[config.mk]
export PLATFORM = sky130hd
export DESIGN_NAME = stream_frame_arbiter
export DESIGN_NICKNAME = d
export VERILOG_FILES = /design/src/rtl/stream_frame_arbiter.sv
export SDC_FILE = /design/constraint.sdc
export NUM_CORES = 1
export LEC_CHECK = 0
export ABC_CLOCK_PERIOD_IN_PS = 2850
export CAP_MARGIN = 0
export CORE_ASPECT_RATIO = 1.5
export CORE_MARGIN = 10
export CORE_UTILIZATION = 25
export DETAILED_ROUTE_END_ITERATION = 8
export GPL_TIMING_DRIVEN = 0
export PLACE_DENSITY = 0.69
export SETUP_SLACK_MARGIN = 0.4
export SYNTH_ARGS = -nofsm -noshare
export SYNTH_HDL_FRONTEND = slang
export SYNTH_SLANG_ARGS = --single-unit
[constraint.sdc]
create_clock -name CLK -period 2.85 [get_ports CLK]
set_clock_uncertainty 0.2 [all_clocks]
set_input_delay 0.4275 -clock CLK [delete_from_list [all_inputs] [get_ports CLK]]
set_output_delay 0.4275 -clock CLK [all_outputs]
set_load 0.02 [all_outputs]
[src/rtl/stream_frame_arbiter.sv]
// Round-robin frame arbiter: grants whole frames of FRAME_TOKENS tokens from NUM_IN actor streams to one output.
// Optional stall watchdog that abandons a starved frame is enabled with `define ARB_TIMEOUT_EN.
module stream_frame_arbiter #(
  parameter int NUM_IN         = 4,
  parameter int FRAME_TOKENS   = 16384,
  parameter int TIMEOUT_CYCLES = 1024
) (
  input  logic                   CLK,
  input  logic                   RESET,
  input  logic [NUM_IN-1:0]      In_SEND,
  input  logic [16*NUM_IN-1:0]   In_DATA,
  input  logic [16*NUM_IN-1:0]   In_COUNT,
  output logic [NUM_IN-1:0]      In_ACK,
  input  logic                   Out_RDY,
  input  logic                   Out_ACK,
  output logic                   Out_SEND,
  output logic [15:0]            Out_DATA,
  output logic [15:0]            Out_COUNT,
  output logic [NUM_IN-1:0]      Grant,
  output logic                   Frame_done,
  output logic                   Timeout
);

  localparam int SW = (NUM_IN > 1) ? $clog2(NUM_IN) : 1;
  localparam int CW = $clog2(FRAME_TOKENS + 1);
  localparam logic [CW-1:0] LAST_TOK = CW'(FRAME_TOKENS - 1);
  localparam logic [SW-1:0] LAST_IN  = SW'(NUM_IN - 1);
  localparam logic [SW:0]   NUM_IN_W = (SW+1)'(NUM_IN);
  localparam logic [31:0]   TO_W     = 32'(TIMEOUT_CYCLES);

  localparam logic [0:0] ST_IDLE = 1'b0;
  localparam logic [0:0] ST_XFER = 1'b1;

  logic [0:0]        state_r;
  logic [SW-1:0]     sel_r;
  logic [SW-1:0]     rr_ptr_r;
  logic [CW-1:0]     tok_cnt_r;
  logic [15:0]       data_r;
  logic [SW-1:0]     winner_s;
  logic [SW:0]       cand_s;
  logic [SW-1:0]     sel_inc_s;
  logic [NUM_IN-1:0] sel_oh_s;
  logic              req_any_s;
  logic              xfer_s;
  logic              last_s;
  logic              abort_s;
  logic              unused_s;
  logic [15:0]       in_data_s [NUM_IN];

  for (genvar k = 0; k < NUM_IN; k++) begin : g_unpack
    assign in_data_s[k] = In_DATA[16*k +: 16];
  end

  // Round-robin search from rr_ptr; lower offsets override higher ones so the first hit wins.
  always_comb begin
    winner_s = rr_ptr_r;
    cand_s   = {(SW+1){1'b0}};
    for (int i = NUM_IN - 1; i >= 0; i--) begin
      cand_s = {1'b0, rr_ptr_r} + (SW+1)'(i);
      cand_s = (cand_s >= NUM_IN_W) ? (cand_s - NUM_IN_W) : cand_s;
      winner_s = In_SEND[cand_s[SW-1:0]] ? cand_s[SW-1:0] : winner_s;
    end
  end

  assign req_any_s = |In_SEND;
  assign sel_inc_s = (sel_r == LAST_IN) ? {SW{1'b0}} : (sel_r + SW'(1));
  assign sel_oh_s  = {{(NUM_IN-1){1'b0}}, 1'b1} << sel_r;
  assign xfer_s    = (state_r == ST_XFER) && In_SEND[sel_r] && Out_RDY;
  assign last_s    = xfer_s && (tok_cnt_r == LAST_TOK);

`ifdef ARB_TIMEOUT_EN
  localparam int TW = $clog2(TIMEOUT_CYCLES + 1);
  localparam logic [TW-1:0] TO_LAST = TW'(TIMEOUT_CYCLES - 1);

  logic [TW-1:0] stall_cnt_r;
  logic          stall_s;

  assign stall_s = (state_r == ST_XFER) && !In_SEND[sel_r];
  assign abort_s = stall_s && (stall_cnt_r == TO_LAST);

  // Counts consecutive cycles the owner has nothing to send; any other cycle restarts it.
  always_ff @(posedge CLK or posedge RESET) begin
    if (RESET) begin
      stall_cnt_r <= {TW{1'b0}};
    end else if (!stall_s || abort_s) begin
      stall_cnt_r <= {TW{1'b0}};
    end else begin
      stall_cnt_r <= stall_cnt_r + TW'(1);
    end
  end
`else
  assign abort_s = 1'b0;
`endif

  // Frame FSM: one arbitration cycle in IDLE, then FRAME_TOKENS transfers in XFER.
  always_ff @(posedge CLK or posedge RESET) begin
    if (RESET) begin
      state_r   <= ST_IDLE;
      sel_r     <= {SW{1'b0}};
      rr_ptr_r  <= {SW{1'b0}};
      tok_cnt_r <= {CW{1'b0}};
      data_r    <= 16'h0000;
    end else begin
      case (state_r)
        ST_IDLE: begin
          if (req_any_s) begin
            sel_r     <= winner_s;
            tok_cnt_r <= {CW{1'b0}};
            state_r   <= ST_XFER;
          end else begin
            state_r   <= ST_IDLE;
          end
        end
        ST_XFER: begin
          if (last_s || abort_s) begin
            rr_ptr_r  <= sel_inc_s;
            tok_cnt_r <= {CW{1'b0}};
            state_r   <= ST_IDLE;
          end else if (xfer_s) begin
            tok_cnt_r <= tok_cnt_r + CW'(1);
          end else begin
            state_r   <= ST_XFER;
          end
        end
        default: state_r <= ST_IDLE;
      endcase
      if (xfer_s) begin
        data_r <= in_data_s[sel_r];
      end else begin
        data_r <= data_r;
      end
    end
  end

  // Data is driven combinationally during a transfer and otherwise holds the last token sent.
  assign Out_SEND   = xfer_s;
  assign Out_DATA   = xfer_s ? in_data_s[sel_r] : data_r;
  assign Out_COUNT  = 16'd1;
  assign In_ACK     = xfer_s ? sel_oh_s : {NUM_IN{1'b0}};
  assign Grant      = (state_r == ST_XFER) ? sel_oh_s : {NUM_IN{1'b0}};
  assign Frame_done = last_s;
  assign Timeout    = abort_s;

  assign unused_s = ^{In_COUNT, Out_ACK, TO_W};

endmodule
### Word level (Yosys, flattened, before mapping)

Index checks and enable logic that the tools add are counted.

| storage, ports and cells | value |
|---|---|
| input bits | 136 |
| register bits after elaboration | 36 |
| logic and storage cells | 70 |
| output and inout port bits | 43 |

| cells by class | value |
|---|---|
| magnitude comparators | 10 |
| bitwise operators | 2 |
| eq/ne operators | 4 |
| add/sub/neg operators | 9 |
| reduce and logical (&&, ||, !) cells | 7 |
| shift-type cells | 1 |
| muxes and demuxes | 32 |

Operators with widths:

| cell | count |
|---|---|
| 16-bit 2-to-1 mux | 3 |
| 15-bit 2-to-1 mux | 3 |
| 16-bit binary-select mux with 2-bit select | 1 |
| 15-bit case mux with 2 select lines | 1 |
| 2-bit 2-to-1 mux | 9 |
| 15-bit by 1-bit adder with 15-bit output, second input constant | 1 |
| 15-bit by 14-bit equality test with 1-bit output, second input constant | 1 |
| 2-bit by 3-bit < comparator with 1-bit output, second input constant | 5 |
| 3-bit greater-or-equal comparator, second input constant | 4 |
| 1-bit binary-select mux with 2-bit select | 5 |
| 4-bit 2-to-1 mux | 2 |
| 2-bit by 1-bit subtractor with 2-bit output, second input constant | 4 |
| 1-bit 2-to-1 mux | 7 |
| 2-bit by 2-bit adder with 3-bit output, second input constant | 2 |
| 2-bit AND reduction | 3 |
| 4-bit OR reduction | 1 |
| 1-bit by 2-bit << shifter with 4-bit output, first input constant | 1 |
| 2-bit by 1-bit adder with 3-bit output, second input constant | 1 |
| 2-bit by 3-bit greater-or-equal comparator with 1-bit output, second input constant | 1 |
| 1-bit logical AND | 3 |
| 3-bit by 2-bit != test with 1-bit output, second input constant | 1 |
| 2-bit NOT with 3-bit output | 1 |
| 2-bit by 1-bit adder with 2-bit output, second input constant | 1 |
| 2-bit equality test, second input constant | 1 |
| other kinds (3) | 3 |

### Depth between registers and ports, before layout

Gate-level depths: netlist of the first run.

| logic depth | value |
|---|---|
| depth in word-level cells | 9 |
| gate-level depth with buffers | 7 |
| gate-level depth less buffers | 5 |

### Worst setup path before layout of the first run

OpenSTA, ideal clock, no wires.

| path | value |
|---|---|
| kind | register -> output |
| start | register sel_r[1] |
| end | output port Frame_done |
| data required time | 2223 ps |
| arrival | 1897 ps |
| path buffers | 2 |
| path slack | 325 ps |
| cell stages (with the launch flop) | 8 |
| cells stage by stage | dfrtp_1 -> buf_2 -> and3_1 -> a22oi_1 -> inv_1 -> buf_2 -> nand2_1 -> nor4_1 |

| between the ends | value |
|---|---|
| longest elaborated chain between the ends | 5 |

Ends and longest elaborated chain:

| item | RTL line | text |
|---|---|---|
| start: declaration | 35 | `logic [SW-1:0] sel_r;` |
| start signal: assignment | 99 | `sel_r <= {SW{1'b0}};` |
| start signal: assignment | 107 | `sel_r <= winner_s;` |
| 1-bit binary-select mux with 2-bit select | 68 | `assign xfer_s = (state_r == ST_XFER) && In_SEND[sel_r] && Out_RDY;` |
| 1-bit 2-to-1 mux (implied by the code) | 68 |  |
| 1-bit logical AND (2 in series) | 68 |  |
| 1-bit logical AND | 69 | `assign last_s = xfer_s && (tok_cnt_r == LAST_TOK);` |
| end: declaration | 20 | `output logic Frame_done,` |

Every way passes these cells. The select of a mux whose other input is x is not followed.

### Final worst setup path of the first run

| path | value |
|---|---|
| start | register sel_r[0] |
| end | output port In_ACK[1] |

| between the ends | value |
|---|---|
| longest elaborated chain between the ends | 5 |
| elaborated cells on any way between the ends | 6 |
| classes of those cells | shift: 1; mux: 3; reduce/logical: 2 |

Ends and longest elaborated chain:

| item | RTL line | text |
|---|---|---|
| 1-bit binary-select mux with 2-bit select | 68 |  |
| 1-bit 2-to-1 mux (implied by the code) | 68 |  |
| 1-bit logical AND (2 in series) | 68 |  |
| 4-bit 2-to-1 mux (*) | 139 | `assign In_ACK = xfer_s ? sel_oh_s : {NUM_IN{1'b0}};` |
| end: declaration | 13 | `output logic [NUM_IN-1:0] In_ACK,` |

Every way passes the cells marked *; elsewhere a longest branch is shown, timed or not. The select of a mux whose other input is x is not followed.

==> impl_metrics.py, run 1 <==
metrics = {
    "outcome": {
        "status": "finished, final reports clean",
    },
    "placed_design": {
        "hpwl_um": 6460,
        "numPortBuffers": 96,
        "post_dp_cell_area_um2": 3610,
        "place_congestion": 0.835,
    },
    "power": {
        "p_leak_uw": 0.00190,
        "p_per_area_nw_per_um2": 663,
        "peakVddDrop_mv": 0.452,
    },
    "clocking": {
        "cts_root_buffer": "clkbuf_16",
        "path_clk_slew_ps": 60,
        "clk_path_buf_depth": 2,
        "h-tree-depth": 2,
        "insertion_delay_ps": 280,
        "cts_tree": "done",
        "cts_buffers": 5,
        "clock_sinks": 36,
    },
    "sta": {
        "fin_setup_tns_ps": 0,
        "rsz0062_at_grt": "true",
        "max_slew_margin_pct": 47.0,
        "finalCritPeriodShare_pct": 88.9,
        "fmax_ghz": 0.395,
        "hold_viol": 0,
        "setup_viol": 0,
        "finalCriticalPeriod_ps": 2530,
        "final_max_slew_viol_count": 0,
        "worst-slew-pin-transition_ps": 794,
    },
    "floorplan": {
        "die_w_um": 101,
        "dieArea_um2": 14200,
        "initial_core_util_pct": 25.4,
        "fp-row-count": 44,
        "die_h_um": 141,
        "core_region_area_um2": 9630,
        "ioPinCount": 179,
    },
    "global_routing": {
        "grtUsageTotal_pct": 12.2,
        "antenna_found_initial": 0,
        "overflow": 0,
        "use_met3_pct": 5.09,
        "grt_pass1_wl_um": 13900,
        "grt_pass1_vias": 2815,
        "grtUsageMet1_pct": 10.5,
        "grt-busiest-layer": "met2",
        "use_met2_pct": 23.3,
        "grt_max_degree": 37,
    },
    "synth": {
        "avgSynthCellArea_um2": 9.33,
        "synth_top_family_by_area": "simple AND/OR/NAND/NOR gates",
        "synth-simple-area-share_pct": 23.7,
        "syn_inst": 262,
        "synth-seq-cells": 36,
        "post_synth_num_cell_types": 46,
        "synth_area_um2": 2440,
        "synth-compound-area-share_pct": 10.8,
        "yosys.area_share.xor_xnor_pct": 0,
        "synthAdderAreaFrac_pct": 2.56,
        "ys_warn_count": 0,
        "seq_area_frac_synth_pct": 36.9,
        "synth_mux_area_share_pct": 16.9,
    },
    "final_layout": {
        "design_area_um2": 4240,
        "diodes": 0,
        "drive_above_1_share_pct": 36.6,
        "area_delta_synth_final_pct": 73.6,
        "nets": 547,
    },
    "critical_path": {
        "cp-start-kind": "flip-flop",
        "critPathRequiredTime_ps": 2220,
        "crit_path_end_kind": "output pin",
        "worstPathArrival_ps": 1910,
        "path_class": "reg -> out",
        "worstPathMaxFanout": 6,
    },
    "drt": {
        "drtIter0Drc": 236,
        "detail_route.first_pass.iterations": 4,
        "ant_nets": 0,
        "viasPerCell": 4.92,
        "totalWireLength_um": 8590,
        "drc_errors": 0,
        "wire_per_inst_um": 16.5,
        "vias": 2570,
    },
    "hold_path": {
        "min_path_type": "reg -> reg",
    },
    "job": {
        "cap_violations": 0,
    },
}
## metrics by stage
step	utilization, %	setup slack [ps]	total power (uW)	std cells	hold WS (ps)
2_1_floorplan	-	461	1370	277	262
3_3_place_gp	37.5	-881	1850	488	247
3_5_place_dp	37.5	-883	1880	488	256
4_1_cts	42.7	322	2740	513	278
5_1_grt	44.0	259	2960	522	297
6_report	44.0	317	2810	522	274
## critical path, cell delays in order (launching register included)
cell	delay, ps
dfrtp_2	460
mux2_4	330
a22oi_2	200
buf_6	160
inv_8	50
buf_6	130
and2_4	150
buf_6	120
## routing by layer
layer | up-vias | share of wire (%)
li1 | 1199 | -
met1 | 1219 | 32
met2 | 125 | 56
met3 | 27 | 8.9
met4 | 0 | 3.6
met5 | - | 0
## cell usage after synthesis (all sizes together)
master	n	area share, %
mux4	16	15
o221ai	1	0.36
a222oi	1	0.41
mux2	3	1.4
o211ai	2	0.61
nor3b	2	0.61
nand2	72	11
and3	2	0.51
and2	9	2.3
nor2b	2	0.51
o21bai	1	0.31
o21ai	16	3.3
o311a	2	0.82
nor2	6	0.92
buf	24	6.9
and3b	1	0.36
a2bb2oi	1	0.36
a22oi	2	0.61
a21oi	5	1.0
nand4	6	1.8
conb	2	0.31
a32oi	3	1.1
clkbuf	6	0.92
o2111ai	1	0.36
nor4	3	0.77
mux2i	2	0.82
or3	1	0.26
o22ai	1	0.26
inv	7	1.1
ha	5	2.6
nor3	3	0.61
o21a	1	0.31
or4b	1	0.41
or4	3	1.1
o31ai	2	0.61
and4	1	0.36
nand4b	2	0.72
dfrtp	36	37
o22a	1	0.36
nand3	7	1.4
## cells in the final DEF (no fill, tap or decap), types with 3 or more instances in the layout
cell,count
o21ai_0,15
dfrtp_1,35
and2_4,4
clkbuf_16,6
dlygate4sd2_1,7
nand2_1,42
inv_1,5
ha_1,5
a21oi_1,5
nor2_1,6
mux4_2,16
nand4_1,5
and2_1,5
nand3_1,7
nand2_2,28
buf_12,3
conb_1,17
buf_6,25
nor3_1,3
buf_4,41
a32oi_1,3
clkdlybuf4s50_1,65
buf_8,3
## path summary, 6_finish.rpt
kind | start | endpoint | slack (ps) | cells after the start
max | sel_r[0] | In_ACK[1] | 320 | 7
min in group asynchronous | RESET | data_r[12] | 420 | 2
min reg2reg | data_r[8] | data_r[8] | 270 | 2
min | data_r[8] | data_r[8] | 270 | 2
max in group asynchronous | RESET | sel_r[0] | 1470 | 2
max reg2reg | tok_cnt_r[0] | tok_cnt_r[4] | 570 | 6
## area by class of cell
type,count,area [um2]
clock buffers,6,129
multi-input cells,204,1510
flip-flops and latches,36,902
inverters,7,33.8
plain buffers,30,292
repair buffers,122,1200
fillers,884,5390
clock inverters,2,35.0
well taps,115,144
## registers in the layout, indices dropped and copies added (netlist names)
signal and count:
sel_r 2, state_r 1, tok_cnt_r 15, data_r 16
rr_ptr_r 2
## power breakdown
group	switching, uW	total, uW	internal, uW
clock network	217	628	411
logic	696	1430	736
registers	93.7	752	658
## timing repair
| item | CTS | global route |
|---|---|---|
| gates cloned | 2 | 0 |
| gates resized for setup | 204 | 22 |
| setup endpoints to repair | 58 | 32 |
| pin swaps | 8 | 2 |
| hold buffers | 0 | 0 |
| buffers inserted | 15 | 9 |
| endpoints found under the hold margin | 0 | 0 |
## cell families (layout without fill, tap and decap cells)
| family | Yosys count | count (layout) |
|---|---|---|
| DFF | 36 | 36 |
| and+or+nand+nor | 121 | 121 |
| AOI/OAI and AO/OA | 40 | 40 |
| muxes | 21 | 21 |
| adders and majority gates | 5 | 5 |
| buffers and inverters | 37 | 167 |
| other | 2 | 17 |
Note: power is estimated with default switching activity, not from simulation.
==> inputs of run 2 (changes only) <==
--- a/config.mk
+++ b/config.mk
@@ -8,7 +8,6 @@
 export ABC_CLOCK_PERIOD_IN_PS = 2850
 export CAP_MARGIN = 0
 export CORE_ASPECT_RATIO = 1.5
-export CORE_MARGIN = 10
 export CORE_UTILIZATION = 25
 export DETAILED_ROUTE_END_ITERATION = 8
 export GPL_TIMING_DRIVEN = 0
==> run 2 against run 1 <==
Compared with the run above: worst hold slack improved by 7.3 ps; clock power decreased by 14%; global-route usage increased by 4.2 points.
==> impl_metrics.py, run 2 (synthesis results as in run 1) <==
metrics = {
    "outcome": {
        "status": "finished, final reports clean",
    },
    "floorplan": {
        "die_w_um": 82.7,
        "fp-row-count": 43,
        "dieArea_um2": 10200,
        "die_h_um": 123,
        "initial_core_util_pct": 26.1,
        "ioPinCount": 179,
        "core_region_area_um2": 9360,
    },
    "power": {
        "internal_power_uw": 1740,
        "combinationalPowerShare_pct": 53.2,
        "p_per_area_nw_per_um2": 649,
        "power.net_switching_uw": 1020,
        "p_leak_uw": 0.00190,
        "pwr-share-seq_pct": 27.3,
        "switching_share_pct": 36.9,
        "peakVddDrop_mv": 0.361,
        "power_frac_clock_pct": 19.5,
    },
    "final_layout": {
        "top_regs": "data_r (16), tok_cnt_r (15)",
        "fin_cells": 519,
        "seqCellArea_um2": 902,
        "largest_register_ffs": 16,
        "diodes": 0,
        "multi_input_area_um2": 1550,
        "nets": 547,
        "final_common_cell": "clkdlybuf4s50_1",
        "drive_above_1_share_pct": 37.6,
        "final_cell_mix": "clkdlybuf4s50_1, buf_4, nand2_1, dfrtp_1, nand2_2",
        "utilization_pct": 45.5,
        "largest-register": "data_r",
        "area_delta_synth_final_pct": 74.3,
        "nFillCells": 877,
    },
    "global_routing": {
        "grt_pass1_vias": 2589,
        "grt_pass1_wl_um": 12400,
        "overflow": 0,
        "grt_max_degree": 37,
        "antenna_found_initial": 0,
        "grtUsageTotal_pct": 16.4,
    },
    "critical_path": {
        "critPathRequiredTime_ps": 2220,
        "crit_path_end_kind": "output pin",
        "path_class": "reg -> out",
        "worstPathMaxFanout": 7,
        "worstPathArrival_ps": 1940,
        "reg2reg_depth": 13,
        "cp-start-kind": "flip-flop",
    },
    "sta": {
        "fin_setup_tns_ps": 0,
        "fin_ws_ps": 287,
        "rsz0062_at_grt": "true",
        "holdWs_ps": 281,
        "fmax_ghz": 0.390,
        "finalCriticalPeriod_ps": 2560,
        "setup_viol": 0,
        "hold_viol": 0,
        "worst-slew-pin-transition_ps": 757,
        "final_max_slew_viol_count": 0,
        "finalCritPeriodShare_pct": 89.9,
        "max_slew_margin_pct": 49.4,
    },
    "clocking": {
        "cts_tree": "done",
        "clk_path_buf_depth": 2,
        "path_clk_slew_ps": 60,
        "h-tree-depth": 2,
        "clock_sinks": 36,
        "cts_root_buffer": "clkbuf_16",
        "cts_buffers": 5,
        "insertion_delay_ps": 280,
    },
    "drt": {
        "drtIter0Drc": 151,
        "detail_route.first_pass.iterations": 4,
        "vias": 2563,
        "totalWireLength_um": 7920,
        "drc_errors": 0,
        "wire_per_inst_um": 15.3,
        "viasPerCell": 4.94,
        "ant_nets": 0,
    },
    "placed_design": {
        "place_inst": 485,
        "numPortBuffers": 96,
        "hpwl_um": 5380,
        "place_congestion": 0.825,
        "post-place-ws_ps": -846,
    },
    "hold_path": {
        "whs_path_depth": 2,
        "min_path_type": "reg -> reg",
    },
    "job": {
        "cap_violations": 0,
    },
}
==> run 2: changes by cell type in the layout (fill, tap and decap cells not counted), sizes merged <==
cell / before / now
clkbuf: 12 / 14
clkdlybuf4s50: 65 / 66
clkdlybuf4s15: 1 / 0
bufinv: 1 / 0
clkinvlp: 0 / 1
buf: 73 / 71
==> run 2: worst paths after layout <==
path / start / endpoint / slack [ps]
max: sel_r[0] / In_ACK[2] / 290
min: data_r[9] / data_r[9] / 280
max reg2reg: sel_r[0] / data_r[14] / 300
min reg2reg: data_r[9] / data_r[9] / 280
max in group asynchronous: RESET / sel_r[0] / 1500
min in group asynchronous: RESET / data_r[9] / 410
==> run 2: metal layers <==
layer	track usage, %	up-vias	part of all wire [%]
met2	30.0	125	56
li1	-	1198	-
met4	8.30	0	3.9
met1	17.0	1214	34
met5	0	-	0
met3	3.39	26	5.8
==> run 2: repair_timing <==
action,CTS,global route
cloned,2,0
resized for setup,209,19
hold buffers,0,0
setup buffers,23,1
endpoints found under the setup margin,57,30
pin swaps,15,5
==> run 2: layout make-up <==
type	count	share of cell area (%)
Inverter	7	0.793
Tap cell	112	3.29
Sequential cell	36	21.2
Clock inverter	2	0.382
Timing Repair Buffer	122	27.8
Buffer	30	7.11
Clock buffer	6	3.03
Multi-Input combinational cell	204	36.5
==> run 2: stage by stage <==
step | area (um2) | power, uW
after global placement | 3610 | 1830
final | 4260 | 2770
after detailed placement | 3610 | 1860
after CTS | 4200 | 2710
after floorplan | 2510 | 1370
after global routing | 4260 | 2920
==> run 2: worst max-delay path, cell delays in order, from the launching register on <==
cell and delay [ps]:
dfrtp_2 460, mux2_4 330, a22oi_2 240, buf_6 170
inv_8 50, clkbuf_16 150, and2_4 130, buf_6 120
==> run 2: power by group through the flow <==
stage	combinational (uW)	sequential (uW)	clock [uW]
floorplan	643	726	0
global placement	1090	745	0
detailed placement	1100	753	0
CTS	1420	747	548
global route	1570	776	571
finish	1470	755	540
==> inputs of run 3 (changes only) <==
--- a/config.mk
+++ b/config.mk
@@ -9,6 +9,7 @@
 export CAP_MARGIN = 0
 export CORE_ASPECT_RATIO = 1.5
 export CORE_UTILIZATION = 25
+export CTS_CLUSTER_DIAMETER = 40
 export DETAILED_ROUTE_END_ITERATION = 8
 export GPL_TIMING_DRIVEN = 0
 export PLACE_DENSITY = 0.69
==> results of run 3 <==
No change in the layout: final DEF, timing and power equal those of run 2.
